--- config.mk ---
export PLATFORM = sky130hd
export DESIGN_NAME = fetch_stage_flat
export DESIGN_NICKNAME = d
export VERILOG_FILES = /design/src/rtl/cpu_pkg.sv /design/src/rtl/fetch_stage_if.sv /design/src/rtl/fetch_stage_if_id_reg.sv /design/src/rtl/fetch_stage.sv /design/src/flat_wrapper.sv
export SDC_FILE = /design/constraint.sdc
export NUM_CORES = 1
export LEC_CHECK = 0
export CAP_MARGIN = 20
export CELL_PAD_IN_SITES_DETAIL_PLACEMENT = 0
export CELL_PAD_IN_SITES_GLOBAL_PLACEMENT = 2
export CORE_ASPECT_RATIO = 1.5
export CORE_MARGIN = 4
export CORE_UTILIZATION = 33
export CTS_BUF_LIST = sky130_fd_sc_hd__clkbuf_4 sky130_fd_sc_hd__clkbuf_8
export CTS_CLUSTER_DIAMETER = 50
export DETAILED_ROUTE_END_ITERATION = 10
export HOLD_SLACK_MARGIN = 0.03
export PLACE_DENSITY = 0.9
export SYNTH_ARGS = -nofsm -noshare
export SYNTH_HDL_FRONTEND = slang
export SYNTH_SLANG_ARGS = --single-unit
--- constraint.sdc ---
create_clock -name clk -period 8.9 [get_ports clk]
set_input_delay 2.67 -clock clk [delete_from_list [all_inputs] [get_ports clk]]
set_output_delay 2.67 -clock clk [all_outputs]
set_load 0.1 [all_outputs]
--- src/rtl/cpu_pkg.sv ---
// Shared core definitions: datapath widths, reset/bubble encodings and the
// fetch-stage state type used by fetch, hazard and decode.
package cpu_pkg;

    localparam int unsigned DATA_W = 16;
    localparam int unsigned ADDR_W = 16;

    localparam logic [ADDR_W-1:0] DEF_RESET_PC  = 16'h0000;
    localparam logic [DATA_W-1:0] DEF_NOP_INSTR = 16'h0000;

    typedef enum logic [0:0] {
        RUN   = 1'b0,
        DRAIN = 1'b1
    } fetch_state_t;

endpackage

--- src/rtl/fetch_stage_if.sv ---
// Instruction-memory read handshake between the fetch stage and the memory.
interface fetch_stage_if;
    import cpu_pkg::*;

    logic              imem_req;
    logic [ADDR_W-1:0] imem_addr;
    logic              imem_ready;
    logic [DATA_W-1:0] imem_rdata;

    modport master (
        output imem_req,
        output imem_addr,
        input  imem_ready,
        input  imem_rdata
    );

    modport slave (
        input  imem_req,
        input  imem_addr,
        output imem_ready,
        output imem_rdata
    );

endinterface

--- src/rtl/fetch_stage_if_id_reg.sv ---
// IF/ID pipeline register: flush beats hold, hold beats load, else bubble.
module if_id_reg
    import cpu_pkg::*;
#(
    parameter logic [DATA_W-1:0] NOP_INSTR = DEF_NOP_INSTR
) (
    input  logic              clk,
    input  logic              reset,
    input  logic              i_flush,
    input  logic              i_hold,
    input  logic              i_load,
    input  logic [DATA_W-1:0] i_instr,
    input  logic [ADDR_W-1:0] i_pc,
    input  logic [ADDR_W-1:0] i_pc_plus1,
    output logic [DATA_W-1:0] o_instr,
    output logic [ADDR_W-1:0] o_pc,
    output logic [ADDR_W-1:0] o_pc_plus1,
    output logic              o_valid
);

    // Register update with flush > hold > load > bubble priority.
    always_ff @(posedge clk or posedge reset) begin
        if (reset) begin
            o_instr    <= NOP_INSTR;
            o_pc       <= '0;
            o_pc_plus1 <= '0;
            o_valid    <= 1'b0;
        end else if (i_flush) begin
            o_instr <= NOP_INSTR;
            o_valid <= 1'b0;
        end else if (i_hold) begin
            o_instr <= o_instr;
            o_valid <= o_valid;
        end else if (i_load) begin
            o_instr    <= i_instr;
            o_pc       <= i_pc;
            o_pc_plus1 <= i_pc_plus1;
            o_valid    <= 1'b1;
        end else begin
            o_instr <= NOP_INSTR;
            o_valid <= 1'b0;
        end
    end

endmodule

--- src/rtl/fetch_stage.sv ---
// Instruction fetch: PC sequencing, redirect handling across an in-flight
// memory read, and the IF/ID register feeding decode.
module fetch_stage
    import cpu_pkg::*;
#(
    parameter logic [ADDR_W-1:0] RESET_PC  = DEF_RESET_PC,
    parameter logic [DATA_W-1:0] NOP_INSTR = DEF_NOP_INSTR
) (
    input  logic              clk,
    input  logic              reset,
    input  logic              stall_f,
    input  logic              stall_d,
    input  logic              redirect_valid,
    input  logic [ADDR_W-1:0] redirect_pc,
    fetch_stage_if.master     imem,
    output logic [DATA_W-1:0] instr_d,
    output logic [ADDR_W-1:0] pc_d,
    output logic [ADDR_W-1:0] pc_plus1_d,
    output logic              valid_d,
    output logic              fetch_busy
);

    fetch_state_t      r_state;
    fetch_state_t      w_state_nxt;
    logic [ADDR_W-1:0] r_pc_f;
    logic [ADDR_W-1:0] w_pc_nxt;
    logic [ADDR_W-1:0] r_pending_pc;
    logic [ADDR_W-1:0] w_pending_nxt;
    logic [ADDR_W-1:0] w_pc_inc;
    logic              w_load;

    // Request is always live out of reset; it drops the moment reset rises.
    assign imem.imem_req  = ~reset;
    assign imem.imem_addr = r_pc_f;
    assign fetch_busy     = imem.imem_req & ~imem.imem_ready;

    assign w_pc_inc = r_pc_f + ADDR_W'(1);
    assign w_load   = (r_state == RUN) & imem.imem_ready & ~stall_f;

    // State, PC and pending-redirect registers.
    always_ff @(posedge clk or posedge reset) begin
        if (reset) begin
            r_state      <= RUN;
            r_pc_f       <= RESET_PC;
            r_pending_pc <= RESET_PC;
        end else begin
            r_state      <= w_state_nxt;
            r_pc_f       <= w_pc_nxt;
            r_pending_pc <= w_pending_nxt;
        end
    end

    // Next-state: a redirect during a stalled read parks in DRAIN so the
    // address stays stable until the memory completes the old request.
    always_comb begin
        w_state_nxt   = r_state;
        w_pc_nxt      = r_pc_f;
        w_pending_nxt = r_pending_pc;
        unique case (r_state)
            RUN: begin
                if (redirect_valid) begin
                    if (!imem.imem_ready) begin
                        w_pending_nxt = redirect_pc;
                        w_state_nxt   = DRAIN;
                    end else begin
                        w_pc_nxt = redirect_pc;
                    end
                end else if (imem.imem_ready && !stall_f) begin
                    w_pc_nxt = w_pc_inc;
                end
            end
            DRAIN: begin
                if (redirect_valid) begin
                    w_pending_nxt = redirect_pc;
                end
                if (imem.imem_ready) begin
                    // Latest redirect wins, including one arriving this cycle.
                    w_pc_nxt    = redirect_valid ? redirect_pc : r_pending_pc;
                    w_state_nxt = RUN;
                end
            end
            default: w_state_nxt = RUN;
        endcase
    end

    if_id_reg #(
        .NOP_INSTR (NOP_INSTR)
    ) u_if_id_reg (
        .clk        (clk),
        .reset      (reset),
        .i_flush    (redirect_valid),
        .i_hold     (stall_d),
        .i_load     (w_load),
        .i_instr    (imem.imem_rdata),
        .i_pc       (r_pc_f),
        .i_pc_plus1 (w_pc_inc),
        .o_instr    (instr_d),
        .o_pc       (pc_d),
        .o_pc_plus1 (pc_plus1_d),
        .o_valid    (valid_d)
    );

endmodule

--- src/flat_wrapper.sv ---
// flat-port wrapper written by rule: the top's interface ports become plain ports
module fetch_stage_flat import cpu_pkg::*;
#(
    parameter logic [ADDR_W-1:0] RESET_PC  = DEF_RESET_PC,
    parameter logic [DATA_W-1:0] NOP_INSTR = DEF_NOP_INSTR
)
  (clk, reset, stall_f, stall_d, redirect_valid, redirect_pc, instr_d, pc_d, pc_plus1_d, valid_d, fetch_busy, imem_imem_req, imem_imem_addr, imem_imem_ready, imem_imem_rdata);
  fetch_stage_if imem_i ();
  input  logic clk;
  input  logic reset;
  input  logic stall_f;
  input  logic stall_d;
  input  logic redirect_valid;
  input  logic [ADDR_W-1:0] redirect_pc;
  output logic [DATA_W-1:0] instr_d;
  output logic [ADDR_W-1:0] pc_d;
  output logic [ADDR_W-1:0] pc_plus1_d;
  output logic valid_d;
  output logic fetch_busy;
  output wire logic [$bits(imem_i.imem_req)-1:0] imem_imem_req;
  output wire logic [$bits(imem_i.imem_addr)-1:0] imem_imem_addr;
  input wire logic [$bits(imem_i.imem_ready)-1:0] imem_imem_ready;
  input wire logic [$bits(imem_i.imem_rdata)-1:0] imem_imem_rdata;
  assign imem_imem_req = imem_i.imem_req;
  assign imem_imem_addr = imem_i.imem_addr;
  assign imem_i.imem_ready = imem_imem_ready;
  assign imem_i.imem_rdata = imem_imem_rdata;
  fetch_stage #(.RESET_PC(RESET_PC), .NOP_INSTR(NOP_INSTR)) u_core (.clk(clk), .reset(reset), .stall_f(stall_f), .stall_d(stall_d), .redirect_valid(redirect_valid), .redirect_pc(redirect_pc), .imem(imem_i), .instr_d(instr_d), .pc_d(pc_d), .pc_plus1_d(pc_plus1_d), .valid_d(valid_d), .fetch_busy(fetch_busy));
endmodule
==> metrics.cfg <==
[floorplanning]
die_area_um2 = 13500
pin_count = 105
start_util_pct = 33.6
num_rows = 48
core_um2 = 11500
die_h_um = 140
die_w_um = 96.2

[power_and_ir_drop]
pwr-share-clk_pct = 20.5
comb_power_share_pct = 45.7
p_int_mw = 0.766
seqPwrFrac_pct = 33.8
power.total_mw = 1.48
peakVddDrop_v = 0.0000813
p_leak_nw = 2.23
p_sw_mw = 0.717
switching_share_pct = 48.3
cellPowerDensity_nw_per_um2 = 285

[global_routing]
grt_usage_pct = 15.3
grt_pass1_wl_mm = 16.0
antenna_found_initial = 0
overflow = 0
grt_pass1_vias = 3035
grt_max_degree = 83

[finish]
fin_nets = 510
layout.cells.most_common = clkdlybuf4s50_1
final_cell_mix = 104 x clkdlybuf4s50_1, 82 x dfrtp_1, 81 x nand2_1, 22 x nor2_1, 21 x o21ai_1
fillers = 1109
regArea_um2 = 2050
drive_above_1_share_pct = 10.1
multiInputGateArea_um2 = 1610
antenna_cells = 0
area_delta_synth_final_pct = 35.0

[place]
port_buffers = 104
dp_hpwl_mm = 7.28
place.gp.congestion = 0.805
pre_cts_ws_ps = 1710

[sta]
rsz0062_at_grt = no
min_period_ps = 7180
finalCritPeriodShare_pct = 80.7
tns_ps = 0
final-max-slew-violation-count = 0
hold_violations = 0
slew_headroom_pct = 32.0
tightestPinTransition_ps = 1020
finalSetupViolCount = 0
max_freq_mhz = 139
final.setup_skew_ps = 10.2
worst_slack_ps = 1720

[worst_hold_path]
worstHoldStart = u_core.u_if_id_reg.o_pc[9]$_DFFE_PP0P_
hp-class = flip-flop to flip-flop

[setup_path]
critPathKind = input port to primary output
timing.rr.end = u_core.u_if_id_reg.o_pc_plus1[14]$_DFFE_PP0P_
critPathLaunch = imem_imem_ready
start_kind = input port
cp_common_cell = clkdlybuf4s50_1
cpPeakStageDelay_ps = 1140
endpoint = fetch_busy
path_max_fanout = 8
critPathArrivalTime_ps = 4510
cp_cell_sequence = clkdlybuf4s50_1 -> nor2_1 -> clkdlybuf4s50_1
worstRegToRegCells = 4
cp_slowest_cell = clkdlybuf4s50_1
endpoint_kind = primary output
critPathRequiredTime_ps = 6230
ff2ff_setup_slack_ps = 6240
r2r-start = u_core.r_state$_DFF_PP0_

[flow_run]
cap_viol_max_count = 0

[clock_tree]
ctsHoldBuffers = 0
cts_resized = 0
cts_tree = built
numCtsBuffers = 9
clk_path_buf_depth = 2
cts_root_buf = clkbuf_8
cts_setup_buffers = 0
cts.htree.levels = 3
clock_sinks = 82
worstSkewPairLatency_ps = 370
cts.clk_slew.worst_paths_ps = 70

[route]
drtAntennaViolNets = 0
drt-initial-drc-count = 148
wirelength_mm = 10.1
wl_per_cell_um = 16.2
num_vias = 3078
vias_per_cell = 4.92
firstDrtPassIters = 4
drc = 0

[synthesis]
synthFlopType = dfrtp_1
ys_seq_area_share_pct = 53.3
ys_seq_elements = 82
avgSynthCellArea_um2 = 10.1
synth_nets = 419
yosysUniqueCellTypes = 51
synth_edf_count = 0
syn_area_um2 = 3850
async_reset_ff_share_pct = 100
netlist_instances = 380
yosysWarnings = 0

[outcome]
outcome = completed

==> layer usage <==
metal	part of all wire (%)	track usage (%)	up-vias
li1	-	-	1513
met1	44	19.7	1458
met2	50	24.7	88
met3	4.6	3.06	19
met4	1.9	6.75	0
met5	0	0	-
==> cells in the mapped netlist, drive strengths merged (3+ instances only) <==
master	n	area [um2]
dfrtp	82	2050
nand2	82	315
o21ai	29	149
buf	27	154
nor2	23	93.8
a22o	18	158
mux2	16	180
a21oi	11	55.1
nand3	10	55.1
xnor2	8	70.1
inv	6	22.5
nand4	6	43.8
and3	5	31.3
mux2i	5	50.1
o2bb2ai	5	43.8
o211ai	4	30.0
xor2	4	35.0
clkbuf	3	11.3
nand3b	3	22.5
nor3	3	25.0
o22ai	3	18.8
==> area by class of cell <==
type | instances | area share, %
Multi-Input combinational cell | 262 | 31.1
Timing Repair Buffer | 110 | 21.1
Inverter | 6 | 0.457
Clock inverter | 4 | 1.47
Clock buffer | 11 | 2.79
Tap cell | 150 | 3.61
Sequential cell | 82 | 39.5
==> cells by family (layout without fill, tap and decap cells) <==
logic type	Yosys count	count (layout)	share of synthesized area (%)
xor+xnor	12	12	2.73
flops	82	82	53.3
simple gates	143	143	17.7
mux	21	21	5.98
compound gates	85	85	15.1
fa+ha+maj	1	1	0.325
buf+inv	36	131	4.88
==> worst max-delay path, delay by kind of cell <==
kind | cells | cell delay [ps]
buffers and inverters | 2 | 1690
and+or+nand+nor | 1 | 150
==> worst min path at each step <==
| stage | end | slack [ps] | cells past startpoint |
|---|---|---|---|
| after global routing | u_core.u_if_id_reg.o_pc[1]$_DFFE_PP0P_ | 500 | 2 |
| after floorplan | u_core.r_pending_pc[3]$_DFFE_PP0P_ | 450 | 2 |
| after detailed placement | u_core.u_if_id_reg.o_pc[6]$_DFFE_PP0P_ | 460 | 2 |
| after global placement | u_core.u_if_id_reg.o_valid$_DFFE_PP0P_ | 460 | 2 |
| final | u_core.u_if_id_reg.o_pc[9]$_DFFE_PP0P_ | 480 | 2 |
| after CTS | u_core.u_if_id_reg.o_pc[6]$_DFFE_PP0P_ | 480 | 2 |
==> power by group through the flow <==
stage,clock network [mW],logic [mW],registers [mW]
3_5_place_dp,0,0.680,0.510
5_1_grt,0.325,0.706,0.513
2_1_floorplan,0,0.130,0.886
6_report,0.304,0.677,0.502
4_1_cts,0.311,0.681,0.502
3_3_place_gp,0,0.677,0.507
==> state kept, by name (all words and copies together) (netlist names) <==
name                           flops
u_core.u_if_id_reg.o_pc_plus1     16
u_core.imem.imem_addr             16
u_core.r_pending_pc               16
u_core.u_if_id_reg.o_instr        16
u_core.u_if_id_reg.o_pc           16
u_core.r_state                     1
u_core.u_if_id_reg.o_valid         1
==> metrics by stage <==
step                utilization [%]  hold slack, ps  area (um2)  std cells
floorplan                         -             451        3850        380
global placement               43.1             458        4940        607
detailed placement             43.1             464        4940        607
CTS                            45.0             485        5160        622
global route                   45.3             503        5200        625
finish                         45.3             479        5200        625
Note: power is estimated with default switching activity, not from simulation.
